--- src/rtl/mfa_pkg.sv ---
// Shared types for the MFA sequencing front-end: controller states and
// the 2-bit nucleotide symbol encoding used on the matcher's symbol input.
package mfa_pkg;

    typedef enum logic [1:0] {
        IDLE  = 2'd0,
        RUN   = 2'd1,
        DRAIN = 2'd2,
        DONE  = 2'd3
    } state_e;

    localparam logic [1:0] SYM_A = 2'd0;
    localparam logic [1:0] SYM_C = 2'd1;
    localparam logic [1:0] SYM_G = 2'd2;
    localparam logic [1:0] SYM_T = 2'd3;

endpackage

--- src/rtl/mfa_sym_fifo.sv ---
// Synchronous word FIFO with extra-bit wrap pointers; head shows the oldest
// entry whenever empty is low. A push into an empty FIFO is visible next cycle.
module mfa_sym_fifo #(
    parameter int WIDTH = 32,
    parameter int DEPTH = 4
) (
    input  logic             CLK,
    input  logic             RST,
    input  logic             push,
    input  logic [WIDTH-1:0] din,
    input  logic             pop,
    output logic             full,
    output logic             empty,
    output logic [WIDTH-1:0] head
);

    localparam int AW = $clog2(DEPTH);

    logic [WIDTH-1:0] mem [DEPTH];
    logic [AW:0]      wr_ptr;
    logic [AW:0]      rd_ptr;

    // NOTE: non-blocking assignments for every register, so all flops update
    // together from pre-edge values regardless of block ordering.
    always_ff @(posedge CLK or posedge RST) begin
        if (RST) begin
            wr_ptr <= '0;
            rd_ptr <= '0;
        end else begin
            if (push && !full)
                wr_ptr <= wr_ptr + 1'b1;
            if (pop && !empty)
                rd_ptr <= rd_ptr + 1'b1;
        end
    end

    // NOTE: storage is deliberately not reset; the pointers alone define which
    // entries are valid, and leaving the array reset-free lets it map to RAM.
    always_ff @(posedge CLK) begin
        if (push && !full)
            mem[wr_ptr[AW-1:0]] <= din;
    end

    assign head  = mem[rd_ptr[AW-1:0]];
    assign empty = (wr_ptr == rd_ptr);
    assign full  = (wr_ptr[AW] != rd_ptr[AW]) && (wr_ptr[AW-1:0] == rd_ptr[AW-1:0]);

endmodule

--- src/rtl/mfa_seq_ctrl.sv ---
// Sequencing front-end for the MFA matcher: buffers packed symbol words and
// streams them LSB-first, one symbol per cycle, while holding BC_mode high.
module mfa_seq_ctrl
    import mfa_pkg::*;
#(
    parameter int WORD_LEN   = 32,
    parameter int FIFO_DEPTH = 4,
    parameter int CNT_LEN    = 16
) (
    input  logic                CLK,
    input  logic                RST,
    input  logic                start,
    input  logic                abort,
    input  logic [CNT_LEN-1:0]  seq_len,
    input  logic [WORD_LEN-1:0] in_word,
    input  logic                in_valid,
    output logic                in_ready,
    output logic [1:0]          symbol,
    output logic                BC_mode,
    input  logic                mfa_done,
    output logic                busy,
    output logic                finished,
    output logic                underrun,
    output logic [CNT_LEN-1:0]  sym_count
);

    localparam int SYMS = WORD_LEN / 2;
    localparam int SRCW = $clog2(SYMS);
    localparam logic [SRCW-1:0]    SR_LOAD = SRCW'(SYMS - 1);
    localparam logic [CNT_LEN-1:0] CNT_ONE = CNT_LEN'(1);

    state_e              state_q, state_d;
    logic [WORD_LEN-1:0] sr_q;
    logic [SRCW-1:0]     sr_cnt_q;
    logic [CNT_LEN-1:0]  remaining_q;
    logic [CNT_LEN-1:0]  sym_count_q;
    logic                underrun_q;
    logic [1:0]          symbol_q;
    logic                bc_q;

    logic                fifo_full, fifo_empty;
    logic [WORD_LEN-1:0] fifo_head;
    logic                push, pop;
    logic                take_start, issue, stall, flush;

    assign push = in_valid && !fifo_full;

    mfa_sym_fifo #(
        .WIDTH (WORD_LEN),
        .DEPTH (FIFO_DEPTH)
    ) u_fifo (
        .CLK   (CLK),
        .RST   (RST),
        .push  (push),
        .din   (in_word),
        .pop   (pop),
        .full  (fifo_full),
        .empty (fifo_empty),
        .head  (fifo_head)
    );

    // NOTE: every output of this block gets a default first, so no path
    // through the case leaves a signal unassigned and no latch is inferred.
    always_comb begin
        state_d    = state_q;
        take_start = 1'b0;
        issue      = 1'b0;
        pop        = 1'b0;
        stall      = 1'b0;
        flush      = 1'b0;
        unique case (state_q)
            IDLE: begin
                if (start && seq_len != '0) begin
                    take_start = 1'b1;
                    state_d    = RUN;
                end
            end
            RUN: begin
                if (abort) begin
                    flush   = 1'b1;
                    state_d = IDLE;
                end else begin
                    // The shift register drains first; refill from the FIFO
                    // on the same edge it empties so words stream without gaps.
                    issue = (sr_cnt_q != '0) || !fifo_empty;
                    pop   = (sr_cnt_q == '0) && !fifo_empty;
                    stall = !issue;
                    if (issue && remaining_q == CNT_ONE)
                        state_d = DRAIN;
                end
            end
            DRAIN: begin
                if (abort) begin
                    flush   = 1'b1;
                    state_d = IDLE;
                end else if (mfa_done) begin
                    state_d = DONE;
                end
            end
            DONE: begin
                flush   = abort;
                state_d = IDLE;
            end
            default: state_d = IDLE;
        endcase
    end

    always_ff @(posedge CLK or posedge RST) begin
        if (RST) begin
            state_q     <= IDLE;
            sr_q        <= '0;
            sr_cnt_q    <= '0;
            remaining_q <= '0;
            sym_count_q <= '0;
            underrun_q  <= 1'b0;
            symbol_q    <= SYM_A;
            bc_q        <= 1'b0;
        end else begin
            state_q <= state_d;

            if (take_start) begin
                remaining_q <= seq_len;
                sym_count_q <= '0;
                underrun_q  <= 1'b0;
            end

            if (issue) begin
                remaining_q <= remaining_q - 1'b1;
                sym_count_q <= sym_count_q + 1'b1;
                bc_q        <= 1'b1;
                if (pop) begin
                    symbol_q <= fifo_head[1:0];
                    sr_q     <= fifo_head >> 2;
                    sr_cnt_q <= SR_LOAD;
                end else begin
                    symbol_q <= sr_q[1:0];
                    sr_q     <= sr_q >> 2;
                    sr_cnt_q <= sr_cnt_q - 1'b1;
                end
                // Symbols left over from the final word are discarded.
                if (remaining_q == CNT_ONE)
                    sr_cnt_q <= '0;
            end else begin
                bc_q     <= 1'b0;
                symbol_q <= SYM_A;
            end

            if (stall)
                underrun_q <= 1'b1;

            if (flush) begin
                sr_q     <= '0;
                sr_cnt_q <= '0;
            end
        end
    end

    assign in_ready  = !fifo_full;
    assign symbol    = symbol_q;
    assign BC_mode   = bc_q;
    assign busy      = (state_q != IDLE);
    assign finished  = (state_q == DONE) && !abort;
    assign underrun  = underrun_q;
    assign sym_count = sym_count_q;

endmodule

--- config.mk ---
export PLATFORM = sky130hd
export DESIGN_NAME = mfa_seq_ctrl
export DESIGN_NICKNAME = d
export VERILOG_FILES = /design/src/rtl/mfa_pkg.sv /design/src/rtl/mfa_sym_fifo.sv /design/src/rtl/mfa_seq_ctrl.sv
export SDC_FILE = /design/constraint.sdc
export NUM_CORES = 1
export LEC_CHECK = 0
export CAP_MARGIN = 20
export CORE_MARGIN = 3
export CORE_UTILIZATION = 55
export CTS_BUF_LIST = sky130_fd_sc_hd__clkbuf_4 sky130_fd_sc_hd__clkbuf_8 sky130_fd_sc_hd__clkbuf_16
export CTS_CLUSTER_SIZE = 12
export DETAILED_ROUTE_END_ITERATION = 8
export DONT_BUFFER_PORTS = 1
export PLACE_DENSITY_LB_ADDON = 0.05
export SYNTH_ARGS = -nofsm -noshare
export SYNTH_HDL_FRONTEND = slang
export SYNTH_SLANG_ARGS = --single-unit
--- constraint.sdc ---
create_clock -name CLK -period 3.4 [get_ports CLK]
set_input_delay 0.51 -clock CLK [delete_from_list [all_inputs] [get_ports CLK]]
set_output_delay 0.51 -clock CLK [all_outputs]
set_load 0.005 [all_outputs]
== Yosys cells after proc, flatten, opt, wreduce, memory -nomap -nowiden ==
Memories as Yosys holds them, arrays and structs flattened.
Index checks and enable logic that the tools add are counted.
Word-level totals
  register bits after elaboration: 80
  bits in writable memories: 128
  bits of input ports: 54
  output and inout port bits: 23
  logic and storage cells: 83
  memories kept: 1
Memory list
  u_fifo.mem: words 4, width 32, read ports 1, clocked after memory_dff 0, write ports 1, line mfa_sym_fifo.sv:19  | logic [WIDTH-1:0] mem [DEPTH];
Cells by class
  add/subtract/negate cells: 5
  equality and inequality tests: 10
  multiplexer cells: 34
  reduce and logical (&&, ||, !) cells: 23
Operators with widths (count)
  $mux 16: 4
  $mux 32: 2
  $mux 30: 1
  $add 16x1->16 const B: 1
  $eq 16x1->1 const B: 1
  $mux 4: 4
  $reduce_bool 16->1: 1
  $sub 16x1->16 const B: 1
  $mux 1: 14
  $mux 2: 7
  $logic_and 1x1->1: 8
  $pmux 2 s4: 1
  $reduce_bool 2->1: 4
  $add 3x1->3 const B: 2
  $ne 3x3->1 const B: 2
  $eq 2x2->1 const B: 2
  $logic_not 1->1: 4
  $logic_not 4->1: 1
  $reduce_bool 4->1: 1
  $sub 4x1->4 const B: 1
  $eq 3x3->1: 1
  $reduce_and 3->1: 1
  $eq 2x1->1 const B: 1
  $eq 2x2->1: 1
  other kinds (6): 6

== Logic depth before layout (Yosys ltp) ==
Gate-level depths: netlist of run 1.
  depth in word-level cells: 9
  mapped depth: 9
  gate-level depth less buffers: 8

== Hierarchy ==
Synthesis of run 1 repeated with hierarchy kept, for this count alone.
Unflattened totals
  cells, all modules: 643
  area total of the unflattened synthesis: 8903.5 um2
By module, submodules not included
  mfa_sym_fifo: instances 1, cells an instance 217, area each 5132.4 um2, sequential area each 3993.8 um2
  mfa_seq_ctrl: instances 1, cells an instance 426, area each 3771.1 um2, sequential area each 1801.7 um2

== Worst setup path before layout of run 1 ==
No wires, ideal clock.
  path kind: register to register
  start: register u_fifo.rd_ptr[1]
  end: memory u_fifo.mem[3][0], enable pin
  setup time: 0.394 ns
  data arrival time: 2.021 ns
  slack: 0.986 ns
  stages on the path, launching flop included: 6
  path buffers: 1
  period minus slack after synthesis: 2.414 ns
  cell sequence: dfrtp_1 buf_6 xor2_1 nor2_1 a21boi_1 and2_1
Between the ends
  cells in the longest elaborated chain, start to end: 7
Ends and longest elaborated chain
  start, declared: line mfa_sym_fifo.sv:21  | logic [AW:0] rd_ptr;
  start signal, assigned: line mfa_sym_fifo.sv:33  | rd_ptr <= rd_ptr + 1'b1;
  $eq 2x2->1 (*): line mfa_sym_fifo.sv:46  | assign full = (wr_ptr[AW] != rd_ptr[AW]) && (wr_ptr[AW-1:0] == rd_ptr[AW-1:0]);
  $logic_and 1x1->1 (*): line mfa_sym_fifo.sv:46
  $logic_not 1->1 (*): line mfa_sym_fifo.sv:40, mfa_seq_ctrl.sv:46
  $logic_and 1x1->1: line mfa_seq_ctrl.sv:46  | assign push = in_valid && !fifo_full;
  $logic_and 1x1->1 (*): line mfa_sym_fifo.sv:40  | if (push && !full)
  $mux 1 (*): line mfa_sym_fifo.sv:40
  $mux 1 (implied by the code) (*): line mfa_sym_fifo.sv:41  | mem[wr_ptr[AW-1:0]] <= din;
  end, declared: line mfa_sym_fifo.sv:19
Mark *: on every way between the ends. The rest lies on a longest branch, timed or not.

== Worst setup path after layout of run 1 ==
  start: register sr_cnt_q[0]
  end: register sr_q[29]
Between the ends
  cells in the longest elaborated chain, start to end: 7
  elaborated cells on any way between the ends: 12
  those cells by class: mux (7); reduce/logical (5)
Ends and longest elaborated chain
  start, declared: line mfa_seq_ctrl.sv:34  | logic [SRCW-1:0] sr_cnt_q;
  start signal, assigned: line mfa_seq_ctrl.sv:138  | sr_cnt_q <= sr_cnt_q - 1'b1;
  $logic_not 4->1: line mfa_seq_ctrl.sv:86  | pop = (sr_cnt_q == '0) && !fifo_empty;
  $logic_and 1x1->1: line mfa_seq_ctrl.sv:86
  $mux 1: line mfa_seq_ctrl.sv:79  | if (abort) begin
  $mux 1: line mfa_seq_ctrl.sv:71  | unique case (state_q)
  $mux 30: line mfa_seq_ctrl.sv:131  | if (pop) begin
  $mux 32: line mfa_seq_ctrl.sv:127  | if (issue) begin
  $mux 32: line mfa_seq_ctrl.sv:151  | if (flush) begin
  end signal, assigned: line mfa_seq_ctrl.sv:133  | sr_q <= fifo_head >> 2;
  end signal, assigned: line mfa_seq_ctrl.sv:137  | sr_q <= sr_q >> 2;
  end, declared: line mfa_seq_ctrl.sv:33  | logic [WORD_LEN-1:0] sr_q;
Several ways; a longest one is shown, not always the timed one. The select of a mux whose other input is x is not followed.
A chain may end at the register's enable or synchronous reset.

==> results of run 1 <==
## final cells by class
cell class,instances,area [µm²]
multi-input cells,337,2770
clock buffers,37,669
clock inverters,3,26.3
fillers,1147,5740
inverters,17,65.1
well taps,211,264
repair buffers,21,158
flip-flops and latches,206,5800
## routing by layer
metal | GRT usage (%) | up-vias
met5 | 0 | -
met4 | 4.50 | 0
met3 | 5.40 | 24
met2 | 34.9 | 140
met1 | 26.3 | 2556
li1 | - | 2321
## metrics by stage
step                total power, mW  hold slack [ns]
detailed placement             5.98            0.496
CTS                            8.25           0.0348
floorplan                      5.39            0.466
finish                         8.14           0.0196
global route                   8.60           0.0699
global placement               5.89            0.493
## flip-flops by register name, summed over array words and instances, names as in the netlist, 3 cells and up
signal / flops
remaining_q: 16
sr_q: 30
sym_count: 16
u_fifo.mem: 128
u_fifo.rd_ptr: 3
sr_cnt_q: 4
u_fifo.wr_ptr: 3
## worst min path at each step
stage / start / to / slack (ns) / cells after the start
final: RST / u_fifo.wr_ptr[2]$_DFFE_PP0P_ / 0.02 / 1
after global routing: RST / sr_q[18]$_DFFE_PP0P_ / 0.07 / 1
after CTS: RST / u_fifo.wr_ptr[2]$_DFFE_PP0P_ / 0.03 / 1
after detailed placement: sym_count[15]$_DFFE_PP0P_ / sym_count[15]$_DFFE_PP0P_ / 0.50 / 1
after global placement: sym_count[15]$_DFFE_PP0P_ / sym_count[15]$_DFFE_PP0P_ / 0.49 / 1
after floorplan: sr_q[28]$_DFFE_PP0P_ / sr_q[28]$_DFFE_PP0P_ / 0.47 / 1
## cells in the final DEF, fill, tap and decap left out, types with 2 or more instances in the layout
| master | n |
|---|---|
| nand2_1 | 34 |
| o31ai_1 | 4 |
| a221o_1 | 2 |
| nor2_1 | 22 |
| o21ai_0 | 35 |
| a21o_1 | 5 |
| clkbuf_16 | 22 |
| and4_1 | 2 |
| nor3_2 | 2 |
| and2_1 | 4 |
| ha_1 | 10 |
| nor3b_1 | 2 |
| nand3_1 | 25 |
| edfxtp_1 | 128 |
| inv_1 | 14 |
| a31oi_1 | 3 |
| and3_1 | 4 |
| mux2i_1 | 35 |
| a21oi_1 | 32 |
| clkbuf_4 | 14 |
| xnor2_1 | 6 |
| a311oi_1 | 3 |
| nor4_1 | 6 |
| mux4_2 | 32 |
| o211ai_1 | 8 |
| a22o_1 | 4 |
| buf_4 | 21 |
| nand4_1 | 10 |
| or4_1 | 2 |
| o22ai_1 | 6 |
| xor2_1 | 5 |
| nor4_4 | 2 |
| inv_2 | 2 |
| o21ai_1 | 5 |
| nor3_1 | 7 |
| dfrtp_1 | 77 |
| clkinv_2 | 3 |
## report_power, final
group	leakage (nW)	internal, mW	switching (mW)
Clock	0.357	1.35	0.899
Combinational	1.26	0.937	1.21
Sequential	2.17	3.36	0.385
## logic make-up (layout without fill, tap and decap cells)
family / count (synthesis) / count (layout) / synth area share, %
AOI/OAI and AO/OA: 119 / 119 / 8.47
xor gates and xnor gates: 11 / 11 / 1.09
adders and majority gates: 10 / 10 / 1.42
buffers and inverters: 48 / 78 / 3.21
DFF: 206 / 206 / 65.6
muxes: 67 / 67 / 12.1
and+or+nand+nor: 130 / 130 / 8.10
## worst max-delay path, stage by stage (launching register included)
cell and delay, ns:
dfrtp_1 0.41, inv_1 0.09, ha_1 0.14, nor3b_4 0.29
nand4_2 0.26, nand2_1 0.17, buf_4 0.27, inv_2 0.37
a21oi_1 0.36, a22o_1 0.18
==> flow_summary.yaml, run 1 <==
timing:
  rsz0062_at_grt: "false"
  finalSetupViolations: 0
  hold_viol_final: 0
  fmaxAchievable_mhz: 374
  finClkSkew_ns: 0.0210
  drv_slew: 0
  min_period_ns: 2.68
  setup_tns_ns: 0
  worst_slack_ns: 0.723
  fin_crit_sh_pct: 78.7
  worst_pin_slew_ns: 0.971
  slew_headroom_pct: 35.1
worst_setup_path:
  cp-startpoint: "sr_cnt_q[0]$_DFFE_PP0P_"
  crit_required_ns: 3.83
  startpoint_type: "register"
  crit_fanout: 52
  reg2reg_to: "sr_q[29]$_DFFE_PP0P_"
  path_class: "register to register"
  cp_data_arrival_time_ns: 3.11
  r2r-start: "sr_cnt_q[0]$_DFFE_PP0P_"
  cp-end-kind: "register"
  reg2regPathDepth: 9
  ff2ff_setup_slack_ns: 0.72
  crit_end: "sr_q[29]$_DFFE_PP0P_"
detailed_routing:
  wl_met1_um: 7370
  routedWlPerCell_um: 21.2
  wl_met3_um: 1200
  totalWireLength_um: 17700
  routed.top_layer: "met4"
  detail-route-antenna-nets: 0
  via_count: 5041
  firstDrtPassIters: 4
  drtIter0Drc: 226
  wl_met2_um: 8810
  remaining_drc_errors: 0
  viasPerCell: 6.06
placement:
  placedCellCount: 792
  placed_area_mm2: 0.00905
  portBuffers: 0
  place_ws_ns: 0.794
  place.gp.congestion: 0.807
  dp_hpwl_um: 11700
yosys:
  yosys_most_used_dff: "edfxtp_1"
  synth_area_leaders: "edfxtp_1 44%, dfrtp_1 22%, mux4_2 8.2%"
  synth-seq-area-share_pct: 65.6
  synth_top_area_share_pct: 43.5
  synth_seq_cells: 206
  synthArstFlopShare_pct: 37.9
  yosys_warnings: 0
  yosys-top-cells-count: "128 x edfxtp_1, 78 x dfrtp_1, 35 x mux2i_1, 35 x o21ai_0, 34 x nand2_1"
  synth_area_mm2: 0.00884
  post-synth-top-count-cell: "edfxtp_1"
  synth_enable_flop_cells: 128
  synth_top_area_cell: "edfxtp_1"
  synthCells: 591
  synth_fp_nets: 655
  avgSynthCellArea_um2: 15.0
  ys_types: 60
clock_tree:
  cts.repair.resized: 0
  ctsHtreeMaxLevel: 1
  cts_tree: "yes"
  clock_latency_ns: 0.51
  post_cts_buffers: 0
  root_buffer: "clkbuf_16"
  clock-sinks: 206
  clk_pin_slew_ns: 0.06
  cts_buffers: 22
  clockBufferDepth: 3
  cts_hold_buf: 0
min_path:
  min_path_type: "input port to asynchronous set/reset pin"
global_route:
  grt_first_pass_wirelength_um: 28300
  gr-usage-all-layers_pct: 20.3
  grt_max_degree: 53
  gr-total-overflow: 0
  grt_pass1_vias: 5139
  antenna_found_initial: 0
finish:
  design_area_mm2: 0.00975
  stdcell_count: 832
  n_antenna_cell: 0
  post-route-util_pct: 62.9
  drive_gt1_share_pct: 18.0
  flow.area_growth_from_synthesis_pct: 10.3
  layout.nets: 669
die:
  die_w_um: 133
  initial_core_util_pct: 57.1
  coreArea_mm2: 0.0155
  die_y_um: 133
  rows: 45
  ioPinCount: 77
  dieArea_mm2: 0.0176
power_and_ir_drop:
  powerDensity_mw_per_mm2: 835
  leakage_nw: 3.79
  ir_worst_vdd_mv: 0.547
run_status:
  outcome: "complete, no violations"
job:
  max_cap_viol_count: 0
No activity file was read; power rests on OpenSTA's default activity.
==> inputs of run 2 (changes only) <==
Clock period 3.4 ns to 2.7 ns, I/O delays scaled along.
==> run 2 against run 1 <==
Total power grew 26%. Design area grew 3.1%. Sequential share of layout area shrank 1.8 points. Worst hold slack gained 0.027 ns. Clock skew shrank 0.012 ns. Routed wire length grew 3.2%. Via count grew 3.8%. Largest cell class unchanged. Largest power group unchanged. Highest routed layer unchanged.
==> flow_summary.yaml, run 2 (synthesis results as in run 1) <==
clock_tree:
  cts_tree: "yes"
  cts.repair.resized: 0
  clock_latency_ns: 0.50
  clockBufferDepth: 3
  cts_buffers: 21
  cts_hold_buf: 33
  clock-sinks: 206
  ctsHtreeMaxLevel: 1
  root_buffer: "clkbuf_16"
  clk_pin_slew_ns: 0.06
  post_cts_buffers: 0
finish:
  final_common_cell: "edfxtp_1"
  n_antenna_cell: 0
  layout.nets: 699
  drive_gt1_share_pct: 16.3
  flow.area_growth_from_synthesis_pct: 13.7
  largest_register_ffs: 128
  mostFrequentLayoutCells: "128 x edfxtp_1, 77 x dfrtp_1, 35 x o21ai_0, 35 x mux2i_1, 34 x nand2_1"
  fillers: 1151
worst_setup_path:
  reg2reg_to: "remaining_q[7]$_DFFE_PP0P_"
  ff2ff_setup_slack_ns: 0.42
  crit_end: "remaining_q[7]$_DFFE_PP0P_"
  cp-startpoint: "sr_cnt_q[0]$_DFFE_PP0P_"
  crit_fanout: 46
  path_class: "register to register"
  reg2regPathDepth: 8
  cp_data_arrival_time_ns: 2.65
  startpoint_type: "register"
  r2r-start: "sr_cnt_q[0]$_DFFE_PP0P_"
  cp-end-kind: "register"
  crit_required_ns: 3.08
global_route:
  gr-usage-all-layers_pct: 20.9
  grt_max_degree: 53
  gr-total-overflow: 0
  grt_pass1_vias: 5247
  antenna_found_initial: 0
  grt_first_pass_wirelength_um: 29200
power_and_ir_drop:
  powerDensity_mw_per_mm2: 1020
  ir_worst_vdd_mv: 0.666
  leakage_nw: 3.90
timing:
  rsz0062_at_grt: "false"
  fin_crit_sh_pct: 84.3
  setup_tns_ns: 0
  worst_pin_slew_ns: 0.857
  finalSetupViolations: 0
  fmaxAchievable_mhz: 439
  worst_slack_ns: 0.423
  drv_slew: 0
  min_period_ns: 2.28
  finClkSkew_ns: 0.00903
  slew_headroom_pct: 42.8
  hold_viol_final: 0
die:
  coreArea_mm2: 0.0155
  die_w_um: 133
  initial_core_util_pct: 57.1
  dieArea_mm2: 0.0176
  rows: 45
  ioPinCount: 77
  die_y_um: 133
detailed_routing:
  remaining_drc_errors: 0
  viasPerCell: 6.08
  drtIter0Drc: 308
  totalWireLength_um: 18200
  via_count: 5231
  detail-route-antenna-nets: 0
  routedWlPerCell_um: 21.2
  firstDrtPassIters: 5
placement:
  portBuffers: 0
  dp_hpwl_um: 11400
  place_ws_ns: 0.428
  place.gp.congestion: 0.828
min_path:
  min_path_type: "input port to register"
job:
  max_cap_viol_count: 0
run_status:
  outcome: "complete, no violations"
run 2: cell count changes in the layout (fill, tap and decap cells not counted), sizes merged:
cell / before / now
dlygate4sd3: 0 / 33
clkbuf: 37 / 35
inv: 16 / 17
clkinv: 4 / 3
buf: 21 / 19
run 2: routing by layer:
layer / GRT usage, % / up-vias / routed length [µm]
met5: 0 / - / 0
met4: 5.02 / 0 / 409
met3: 4.49 / 27 / 1150
met2: 34.5 / 172 / 8920
met1: 28.8 / 2645 / 7760
li1: - / 2387 / -
run 2: power by group:
part | switching, mW | leakage, nW | internal (mW)
Combinational | 1.58 | 1.40 | 1.22
Clock | 1.12 | 0.331 | 1.60
Sequential | 0.478 | 2.17 | 4.23
Total | 3.18 | 3.90 | 7.04
run 2: final cells by class:
type                            instances  area (µm²)  share of cell area (%)
Sequential cell                       206        5800                    57.7
Multi-Input combinational cell        337        2770                    27.5
Clock buffer                           35         631                    6.27
Timing Repair Buffer                   52         510                    5.08
Tap cell                              211         264                    2.63
Inverter                               17        65.1                   0.647
Clock inverter                          3        16.3                   0.162
run 2: how the worst min path moves through the flow:
stage	end	cells past startpoint	slack, ns	start
after floorplan	sr_q[28]$_DFFE_PP0P_	1	0.47	sr_q[28]$_DFFE_PP0P_
after global placement	sr_q[21]$_DFFE_PP0P_	1	0.42	RST
after detailed placement	sr_q[19]$_DFFE_PP0P_	1	0.44	RST
after CTS	remaining_q[8]$_DFFE_PP0P_	2	0.04	seq_len[8]
after global routing	remaining_q[15]$_DFFE_PP0P_	1	0.04	seq_len[15]
final	remaining_q[8]$_DFFE_PP0P_	2	0.05	seq_len[8]
run 2: per-stage QoR:
stage / utilization (%) / instance area (µm²) / power [mW] / cells / hold slack, ns
CTS: 64.9 / 10000 / 10.3 / 861 / 0.0380
global route: 64.9 / 10000 / 10.8 / 861 / 0.0404
global placement: 58.6 / 9070 / 7.47 / 790 / 0.425
detailed placement: 58.6 / 9070 / 7.53 / 790 / 0.439
finish: 64.9 / 10000 / 10.2 / 861 / 0.0467
floorplan: - / 8840 / 6.79 / 591 / 0.466
run 2: worst max-delay path: stages (launching register included):
cell	delay, ns
dfrtp_1	0.42
inv_1	0.10
ha_1	0.15
nor3b_4	0.31
nand4_2	0.13
nand2_1	0.12
buf_4	0.43
o21ai_0	0.19
a221o_1	0.32
